## src/rtl/als_sampler_pkg.sv

```systemverilog
// Shared types and helpers for the ALS sampling scheduler and its averaging ring.
package als_sampler_pkg;

  localparam int unsigned AlsDataW = 8;

  typedef enum logic [1:0] {
    StWait  = 2'd0,
    StTrig  = 2'd1,
    StBusy  = 2'd2,
    StAccum = 2'd3
  } state_e;

  // LED i lights once the level reaches the middle of its 32-wide bucket.
  function automatic logic [7:0] therm_leds(input logic [AlsDataW-1:0] lvl);
    logic [7:0] bar;
    bar = '0;
    for (int i = 0; i < 8; i++) begin
      bar[i] = ({1'b0, lvl} >= 9'(32 * i + 16));
    end
    return bar;
  endfunction

endpackage

```

## src/rtl/als_avg_ring.sv

```systemverilog
// Moving-average ring: keeps the last 2^AvgLog2 samples and their running sum.
module als_avg_ring
  import als_sampler_pkg::*;
#(
  parameter int unsigned AvgLog2 = 3
) (
  input  logic                clk,
  input  logic                reset,
  input  logic                wr_en,
  input  logic [AlsDataW-1:0] din,
  output logic [AlsDataW-1:0] avg
);

  localparam int unsigned Depth = 1 << AvgLog2;
  localparam int unsigned SumW  = AvgLog2 + AlsDataW;

  logic [AlsDataW-1:0] ring_q [Depth];
  logic [AvgLog2-1:0]  wr_ptr_q, wr_ptr_d;
  logic [SumW-1:0]     sum_q, sum_d;

  // Sum width covers 255 * Depth, so the subtract-then-add never wraps.
  always_comb begin
    sum_d    = sum_q - SumW'(ring_q[wr_ptr_q]) + SumW'(din);
    wr_ptr_d = wr_ptr_q + 1'b1;
  end

  always_ff @(posedge clk) begin
    if (reset) begin
      for (int i = 0; i < int'(Depth); i++) begin
        ring_q[i] <= '0;
      end
      wr_ptr_q <= '0;
      sum_q    <= '0;
    end else if (wr_en) begin
      ring_q[wr_ptr_q] <= din;
      wr_ptr_q         <= wr_ptr_d;
      sum_q            <= sum_d;
    end
  end

  assign avg = sum_q[SumW-1:AvgLog2];

endmodule

```

## src/rtl/als_sampler.sv

```systemverilog
// Periodic ALS read scheduler: triggers the reader, averages its results and drives
// a level output with valid strobe plus an 8-LED thermometer bar.
module als_sampler
  import als_sampler_pkg::*;
#(
  parameter int unsigned SAMPLE_PERIOD  = 5_000_000,
  parameter int unsigned AVG_LOG2       = 3,
  parameter int unsigned TIMEOUT_CYCLES = 4096
) (
  input  logic                clk,
  input  logic                reset,
  input  logic                enable,
  input  logic                als_ready,
  input  logic                als_done,
  input  logic [AlsDataW-1:0] als_data,
  output logic                als_initiate,
  output logic [AlsDataW-1:0] level,
  output logic                level_valid,
  output logic [7:0]          leds,
  output logic                timeout_err
);

  localparam int unsigned PerW = $clog2(SAMPLE_PERIOD);
  localparam int unsigned TmoW = $clog2(TIMEOUT_CYCLES);

  state_e              state_q, state_d;
  logic [PerW-1:0]     per_cnt_q, per_cnt_d;
  logic [TmoW-1:0]     tmo_cnt_q, tmo_cnt_d;
  logic                initiate_q, initiate_d;
  logic                tmo_err_q, tmo_err_d;
  logic [AlsDataW-1:0] sample_q, sample_d;
  logic                upd_q;
  logic [AlsDataW-1:0] level_q;
  logic                level_valid_q;
  logic [AlsDataW-1:0] avg;
  logic                tmo_last;

  assign tmo_last = (tmo_cnt_q == TmoW'(TIMEOUT_CYCLES - 1));

  always_comb begin
    state_d    = state_q;
    per_cnt_d  = per_cnt_q;
    tmo_cnt_d  = tmo_cnt_q;
    initiate_d = 1'b0;
    tmo_err_d  = tmo_err_q;
    sample_d   = sample_q;
    unique case (state_q)
      StWait: begin
        tmo_cnt_d = '0;
        if (!enable) begin
          per_cnt_d = '0;
        end else if (per_cnt_q == PerW'(SAMPLE_PERIOD - 1)) begin
          per_cnt_d = '0;
          state_d   = StTrig;
        end else begin
          per_cnt_d = per_cnt_q + 1'b1;
        end
      end
      // No done can arrive before initiate, so an expiring budget beats a late ready.
      StTrig: begin
        if (tmo_last) begin
          tmo_err_d = 1'b1;
          state_d   = StWait;
        end else begin
          tmo_cnt_d = tmo_cnt_q + 1'b1;
          if (als_ready) begin
            initiate_d = 1'b1;
            state_d    = StBusy;
          end
        end
      end
      StBusy: begin
        if (als_done) begin
          sample_d = als_data;
          state_d  = StAccum;
        end else if (tmo_last) begin
          tmo_err_d = 1'b1;
          state_d   = StWait;
        end else begin
          tmo_cnt_d = tmo_cnt_q + 1'b1;
        end
      end
      StAccum: state_d = StWait;
      default: state_d = StWait;
    endcase
  end

  always_ff @(posedge clk) begin
    if (reset) begin
      state_q       <= StWait;
      per_cnt_q     <= '0;
      tmo_cnt_q     <= '0;
      initiate_q    <= 1'b0;
      tmo_err_q     <= 1'b0;
      sample_q      <= '0;
      upd_q         <= 1'b0;
      level_q       <= '0;
      level_valid_q <= 1'b0;
    end else begin
      state_q       <= state_d;
      per_cnt_q     <= per_cnt_d;
      tmo_cnt_q     <= tmo_cnt_d;
      initiate_q    <= initiate_d;
      tmo_err_q     <= tmo_err_d;
      sample_q      <= sample_d;
      upd_q         <= (state_q == StAccum);
      level_valid_q <= upd_q;
      if (upd_q) begin
        level_q <= avg;
      end
    end
  end

  als_avg_ring #(
    .AvgLog2(AVG_LOG2)
  ) u_ring (
    .clk  (clk),
    .reset(reset),
    .wr_en(state_q == StAccum),
    .din  (sample_q),
    .avg  (avg)
  );

  assign als_initiate = initiate_q;
  assign level        = level_q;
  assign level_valid  = level_valid_q;
  assign timeout_err  = tmo_err_q;
  assign leds         = therm_leds(level_q);

endmodule

```

## config.mk

```make
export PLATFORM = sky130hd
export DESIGN_NAME = als_sampler
export DESIGN_NICKNAME = d
export VERILOG_FILES = /design/src/rtl/als_sampler_pkg.sv /design/src/rtl/als_avg_ring.sv /design/src/rtl/als_sampler.sv
export SDC_FILE = /design/constraint.sdc
export NUM_CORES = 1
export LEC_CHECK = 0
export CORE_MARGIN = 1.5
export CORE_UTILIZATION = 51
export CTS_CLUSTER_DIAMETER = 60
export DETAILED_ROUTE_END_ITERATION = 8
export PLACE_DENSITY = 0.77
export SETUP_SLACK_MARGIN = 0.02
export SYNTH_ARGS = -nofsm -noshare
export SYNTH_HDL_FRONTEND = slang
export SYNTH_SLANG_ARGS = --single-unit
```

## constraint.sdc

```tcl
create_clock -name clk -period 9.5 [get_ports clk]
set_clock_uncertainty 0.1 [all_clocks]
set_input_delay 1.9 -clock clk [delete_from_list [all_inputs] [get_ports clk]]
set_output_delay 1.9 -clock clk [all_outputs]
set_load 0.01 [all_outputs]
```

# Yosys cells after proc, flatten, opt, wreduce, memory -nomap -nowiden

Memory sizes are Yosys's and may differ from the RTL's. A register that Yosys moved wholly into a read port is not among the register bits.
Cells that the tools add are included.

Register bits: 71
Memories: 1
Input bits: 13
Memory bits (writable): 64

Memories:

| name          | depth | width | rd ports | clocked after Yosys merged registers in | wr ports | RTL line           | source |
|---|---|---|---|---|---|---|---|
| u_ring.ring_q | 8     | 8     | 1        | 1                                       | 8        | als_avg_ring.sv:17 | `logic [AlsDataW-1:0] ring_q [Depth];` |

Reductions and logical operators: 9
Bitwise gates (word level): 1
$lt $le $gt $ge: 8
Muxes and demuxes: 26
Add/subtract/negate cells: 5
Eq/ne operators: 10

Operators by type and width:

| operator                                                               | number |
|---|---|
| 23-bit two-way mux                                                     | 2 |
| 12-bit one-hot mux with 3 select lines                                 | 1 |
| 8-bit >= comparator (second input constant)                            | 4 |
| 12-bit two-way mux                                                     | 2 |
| 23-bit by 1-bit adder with 23-bit output (second input constant)       | 1 |
| 23-bit == test (second input constant)                                 | 1 |
| 8-bit by 7-bit >= comparator with 1-bit output (second input constant) | 2 |
| 12-bit by 1-bit adder with 12-bit output (second input constant)       | 1 |
| 12-bit == test (second input constant)                                 | 1 |
| 2-bit two-way mux                                                      | 6 |
| 11-bit by 8-bit adder with 11-bit output                               | 1 |
| 11-bit by 8-bit subtractor with 11-bit output                          | 1 |
| 1-bit two-way mux                                                      | 9 |
| 3-bit two-way mux                                                      | 3 |
| 8-bit by 5-bit >= comparator with 1-bit output (second input constant) | 1 |
| 8-bit by 6-bit >= comparator with 1-bit output (second input constant) | 1 |
| 8-bit two-way mux                                                      | 1 |
| 2-bit one-hot mux with 4 select lines                                  | 1 |
| 8-bit OR reduction                                                     | 1 |
| 2-bit inequality test (second input constant)                          | 3 |
| 3-bit inequality test (second input constant)                          | 2 |
| 2-bit AND reduction                                                    | 3 |
| 2-bit == test (second input constant)                                  | 2 |
| 4-bit AND reduction                                                    | 1 |
| 8 further kinds                                                        | 8 |

# Longest topological paths before layout

Gate-level depths: netlist of the first run.

Depth in word-level cells: 6
Mapped depth: 13

# Hierarchy

From an unflattened synthesis of the first run, not the netlist that was laid out.

Cell total of the unflattened synthesis: 692
Area, all modules: 7,190.6 um^2

By module, submodules not included:

| module       | cells each | instances | area each (um^2) | seq. area each (um^2) |
|---|---|---|---|---|
| als_avg_ring | 361        | 1         | 4,404.2          | 2,262.2 |
| als_sampler  | 331        | 1         | 2,786.4          | 1,141.1 |

# Least setup slack after synthesis of the first run

Ideal clock, no wire load.

Path type: flip-flop to flip-flop
Start point: register (tool-made name)
End point: register u_ring.sum_q[10]
Path slack: 5,311 ps
Library setup time: 121 ps
Stages on the path, launching flop included: 13
Buffers on the path: 2
Arrival time: 3,968 ps
Cells stage by stage: dfxtp_1 -> clkbuf_1 -> buf_2 -> mux4_2 -> mux2_2 -> fa_1 -> inv_1 -> fa_1 -> a21o_1 -> and4_1 -> o31a_1 -> mux2i_1 -> mux2_2

RTL lines:

| item                   | RTL line           | source |
|---|---|---|
| end signal: assignment | als_avg_ring.sv:37 | `sum_q <= sum_d;` |
| end: declaration       | als_avg_ring.sv:19 | `logic [SumW-1:0] sum_q, sum_d;` |

==> results of run 1 <==
flip-flops by register name, summed over array words and instances (netlist names), 2 cells and up, named ones only:
name / cells
per_cnt_q: 23
u_ring.sum_q: 11
tmo_cnt_q: 12
sample_q: 8
level: 8
u_ring.ring_q: 64
state_q: 2
u_ring.wr_ptr_q: 3
critical path, stage by stage:
cell and delay (ns):
buf_2 0.37, inv_1 0.57, nand2_1 0.18, inv_1 0.15
nand2_1 0.63, o31ai_1 1.26
worst paths after layout:
path | start | endpoint | slack, ns | cells after the start
max reg2reg | flop | u_ring.sum_q[10]$_SDFFE_PP0P_ | 5.00 | 10
min reg2reg | per_cnt_q[22]$_SDFFE_PP0N_ | per_cnt_q[22]$_SDFFE_PP0N_ | 0.36 | 1
min | per_cnt_q[22]$_SDFFE_PP0N_ | per_cnt_q[22]$_SDFFE_PP0N_ | 0.36 | 1
max | reset | u_ring.ring_q[4][1]$_SDFFCE_PN0P_ | 4.34 | 6
synthesized netlist by cell type, drive strengths merged (2+ instances only):
cell type   n
dfxtp      74
o31a        2
o2111ai     4
buf         8
a22o        5
edfxtp     64
a211oi      4
clkinv      7
nand2b      8
and3       10
mux2i      25
ha         19
mux2        9
and4        5
o211ai      3
nand3      29
nand4      10
a21o        8
o21a        2
or4         3
nor2b       5
xor2       10
mux4       16
nor4b       2
and2        4
a32oi       3
inv        39
or2         2
xnor2       7
nor2       46
nor3       54
o31ai       5
nand2      47
a41oi       2
a21oi      35
o21ai      23
fa          8
or3         3
clkbuf     32
nor3b       2
a31oi       4
nor4       21
through the flow:
stage,instances,area [µm²],util (%)
3_3_place_gp,851,7390,55.4
3_5_place_dp,851,7390,55.4
6_report,883,8020,60.1
4_1_cts,883,8020,60.1
5_1_grt,883,8020,60.1
2_1_floorplan,682,7010,-
routing by layer:
layer	global-route usage (%)	vias to the layer above	wire, µm	share of wire, %
met5	0	-	0	0
li1	-	2533	-	-
met4	8.01	0	342	2.2
met2	37.3	232	7660	49
met3	4.72	36	1070	6.8
met1	30.0	2618	6710	43
cells by family after synthesis:
kind of cell,count (synthesis),synth area share [%]
flip-flops,138,48.5
adder cells (fa/ha/maj),27,5.68
AO/OA/AOI/OAI,111,10.4
XOR/XNOR,17,2.12
multiplexers,50,10.2
buffers and inverters,86,4.73
AND/OR/NAND/NOR,253,18.4
power groups by stage:
stage / clock network (mW) / registers (mW) / logic (mW)
after floorplan: 0 / 0.644 / 0.0257
after global placement: 0 / 0.647 / 0.0356
after detailed placement: 0 / 0.648 / 0.0371
after CTS: 0.699 / 0.635 / 0.0375
after global routing: 0.726 / 0.635 / 0.0411
final: 0.696 / 0.635 / 0.0375
area by class of cell:
type	instances	area, µm²	area share, %
sequential	138	3400	42.4
multi-input combinational	458	3280	40.8
clock buffer	21	493	6.14
timing repair buffer	33	320	3.99
tap	176	220	2.74
inverter	46	173	2.15
clock inverter	11	139	1.73
==> results_dict.tcl, run 1 <==
set metrics [dict create \
    power.total_mw 1.37 \
    fill_cells 1097 \
    initial_core_util_pct 52.5 \
    critPathMaxFanout 51 \
    drv_cap 0 \
    post-route-min-period_ns 5.16 \
    layout_common_cells "74 x dfxtp_1, 64 x edfxtp_1, 54 x nor3_1, 47 x nand2_1, 46 x nor2_1" \
    drc 0 \
    p_int_mw 1.10 \
    dr.pass1.iters 6 \
    syn_inst 682 \
    synthTopCellsByArea "edfxtp_1 27%, dfxtp_1 21%, mux4_2 5.1%, nor3_1 3.9%, mux2i_1 3.6%" \
    p_switching_mw 0.273 \
    num_vias 5419 \
    die_area_mm2 0.0145 \
    syn_nets 722 \
    antenna_found_initial 0 \
    clockBufferDepth 2 \
    final_antenna_net_count 0 \
    row_count 42 \
    cts_root_buf "clkbuf_16" \
    p_seq_share_pct 46.4 \
    critPathCaptureType "flop" \
    slew_violations 0 \
    maxSlewHeadroom_pct 17.2 \
    path_class "input port to flop" \
    clock_sinks 138 \
    crit_arrival_ns 5.09 \
    fin_crit_sh_pct 54.3 \
    synth-edff-count 64 \
    cts.repair.resized 0 \
    ys_ff_latch 138 \
    async_flop_share_pct 0 \
    cts_buffers 17 \
    hold_viol_final 0 \
    setup_tns_ns 0 \
    avgSynthCellArea_um2 10.3 \
    hp-class "flop to flop" \
    layout-drive-gt1-share_pct 9.05 \
    synth_top_area_share_pct 27.4 \
    port_buffers 31 \
    power_frac_comb_pct 2.7 \
    place.gp.congestion 0.884 \
    cts_hold_buf 0 \
    startpoint_type "input port" \
    vias_per_cell 6.14 \
    synth.cell_area_mm2 0.00701 \
    timing.fmax_ghz 0.194 \
    diodes 0 \
    yosysTopAreaCell "edfxtp_1" \
    wl_um 15800 \
    boundaryPins 32 \
    cts_tree "yes" \
    dp_hpwl_um 10700 \
    grt-ovfl-total 0 \
    critPathRequiredTime_ns 9.43 \
    die_h_um 120 \
    area_growth_pct 14.5 \
    die_x_um 120 \
    ys_seq_area_share_pct 48.5 \
    synthFlopType "dfxtp_1" \
    power_density_mw_per_mm2 171 \
    yosysWarnings 0 \
    h-tree-depth 4 \
    first_iter_violations 495 \
    ir_drop_v 0.000117 \
    hold_ws_ns 0.356 \
    pwr-share-clk_pct 50.8 \
    synth.distinct_cells 64 \
    cts.clk_slew.worst_paths_ns 0.06 \
    place_ws_ns 3.95 \
    power_leakage_nw 2.77 \
    cts_setup_buffers 0 \
    setup_viol 0 \
    grt_pass1_vias 5072 \
    insertion_delay_ns 0.42 \
    status "complete, no violations" \
    layout_commonest_cell "dfxtp_1" \
    rsz0062_at_grt "no" \
    wire_per_inst_um 17.9 \
    worst_pin_slew_ns 1.23 \
    grt_start_max_net_pins 52 \
    switching_share_pct 20.0 \
    core_mm2 0.0133 \
    grtUsageTotal_pct 22.7 \
    final_nets 734 \
    grt_pass1_wl_um 25400 \
    fin_ws_ns 4.34 \
]
Note: power is estimated with default switching activity, not from simulation.
==> inputs of run 2 (changes only) <==
==> constraint.sdc (replaced) <==
create_clock -name clk -period 4.9 [get_ports clk]
set_clock_uncertainty 0.1 [all_clocks]
set_input_delay 0.98 -clock clk [delete_from_list [all_inputs] [get_ports clk]]
set_output_delay 0.98 -clock clk [all_outputs]
set_load 0.01 [all_outputs]
==> run 2 against run 1 <==
Compared with the run above: non-clock buffer count is 15 higher; utilization is 0.81 points higher; flip-flop and latch count stayed put; design area is 1.3% higher; combinational power is 120% higher; global-route usage is 1.3 points higher; first-iteration DRC count is 0.20% lower; routed wire length is 4.1% higher.
==> results_dict.tcl, run 2 (synthesized netlist as in run 1, its figures left out) <==
set metrics [dict create \
    die_area_mm2 0.0145 \
    final_nets 749 \
    vias_per_cell 6.07 \
    largest_reg_flops 64 \
    core_mm2 0.0133 \
    power_density_mw_per_mm2 328 \
    diodes 0 \
    critPathCaptureType "flop" \
    grt-ovfl-total 0 \
    slew_violations 0 \
    reg_top3 "u_ring.ring_q (64), per_cnt_q (23), tmo_cnt_q (12)" \
    row_count 42 \
    antenna_found_initial 0 \
    grt_start_max_net_pins 51 \
    grt_pass1_wl_um 26800 \
    layout_common_cells "74 x dfxtp_1, 64 x edfxtp_1, 54 x nor3_1, 47 x nand2_1, 46 x nor2_1" \
    min_from "sample_q[2]$_SDFFE_PP0P_" \
    first_iter_violations 494 \
    layout_commonest_cell "dfxtp_1" \
    drc 0 \
    cts.repair.resized 0 \
    hold_viol_final 0 \
    startpoint_type "flop" \
    port_buffers 31 \
    fin_ws_ns 0.826 \
    drv_cap 0 \
    ir_drop_v 0.000252 \
    cts_buffers 17 \
    fill_cells 1072 \
    grt_pass1_vias 5345 \
    critPathMaxFanout 8 \
    wl_um 16400 \
    num_vias 5451 \
    post-place-cells 866 \
    cts_tree "yes" \
    worst_pin_slew_ns 0.920 \
    cts.clk_slew.worst_paths_ns 0.06 \
    final_antenna_net_count 0 \
    layout-drive-gt1-share_pct 10.9 \
    largest-register "u_ring.ring_q" \
    crit_arrival_ns 4.28 \
    place_ws_ns 0.869 \
    dr.pass1.iters 7 \
    insertion_delay_ns 0.43 \
    h-tree-depth 4 \
    clockBufferDepth 2 \
    area_growth_pct 16.0 \
    die_h_um 120 \
    hold_depth 2 \
    wire_per_inst_um 18.3 \
    cts_setup_buffers 0 \
    timing.fmax_ghz 0.245 \
    path_class "flop to flop" \
    setup_viol 0 \
    setup_tns_ns 0 \
    rsz0062_at_grt "no" \
    dp_hpwl_um 11000 \
    regArea_mm2 0.00340 \
    die_x_um 120 \
    hold_ws_ns 0.362 \
    hp-class "flop to flop" \
    power.total_mw 2.67 \
    fin_crit_sh_pct 83.1 \
    multi_input_area_mm2 0.00328 \
    initial_core_util_pct 52.5 \
    cts_hold_buf 0 \
    cts_root_buf "clkbuf_16" \
    reg2reg_depth 11 \
    clock_sinks 138 \
    fin_cells 898 \
    place.gp.congestion 0.904 \
    critPathRequiredTime_ns 5.11 \
    post-route-min-period_ns 4.07 \
    boundaryPins 32 \
    power_leakage_nw 2.84 \
    grtUsageTotal_pct 24.0 \
    maxSlewHeadroom_pct 38.4 \
    status "complete, no violations" \
]
## run 2: cell types whose count changed in the layout (fill, tap and decap cells not counted), sizes merged
cell and change:
buf +15, clkbuf -3, bufinv +1, clkinv +1, inv +1
## run 2: stage by stage
stage | utilization, % | instance area (µm²)
6_report | 60.9 | 8130
5_1_grt | 60.9 | 8130
4_1_cts | 60.9 | 8130
3_5_place_dp | 56.2 | 7500
3_3_place_gp | 56.2 | 7500
2_1_floorplan | - | 7010
## run 2: final timing paths
| path | end | slack, ns |
|---|---|---|
| worst min register to register | sample_q[2]$_SDFFE_PP0P_ | 0.36 |
| worst max register to register | u_ring.sum_q[10]$_SDFFE_PP0P_ | 0.83 |
| worst max-delay path | u_ring.sum_q[10]$_SDFFE_PP0P_ | 0.83 |
| worst min-delay path | sample_q[2]$_SDFFE_PP0P_ | 0.36 |
## run 2: critical path: stages (launching register included)
cell and delay, ns:
dfxtp_1 0.61, buf_4 0.28, mux4_2 0.52, mux2_2 0.30
fa_1 0.49, inv_1 0.05, ha_1 0.34, a21o_1 0.19
and4_1 0.25, o31a_1 0.32, mux2i_1 0.16, mux2_2 0.35
## run 2: per-layer routing
layer	GRT usage, %	up-vias	wire length [µm]
met4	8.46	0	344
met5	0	-	0
met1	30.1	2658	6810
met3	6.32	31	1040
met2	40.4	193	8250
li1	-	2569	-
## run 2: layout make-up
cell class	instances	area share, %
clock buffers	18	5.28
clock inverters	14	2.43
inverters	46	2.12
multi-input cells	458	40.3
flip-flops and latches	138	41.9
well taps	176	2.71
repair buffers	48	5.32
## run 2: power breakdown
group | internal [mW] | leakage (nW) | switching [mW]
registers | 1.22 | 1.26 | 0.00772
logic | 0.0348 | 1.28 | 0.0470
clock network | 0.854 | 0.302 | 0.506
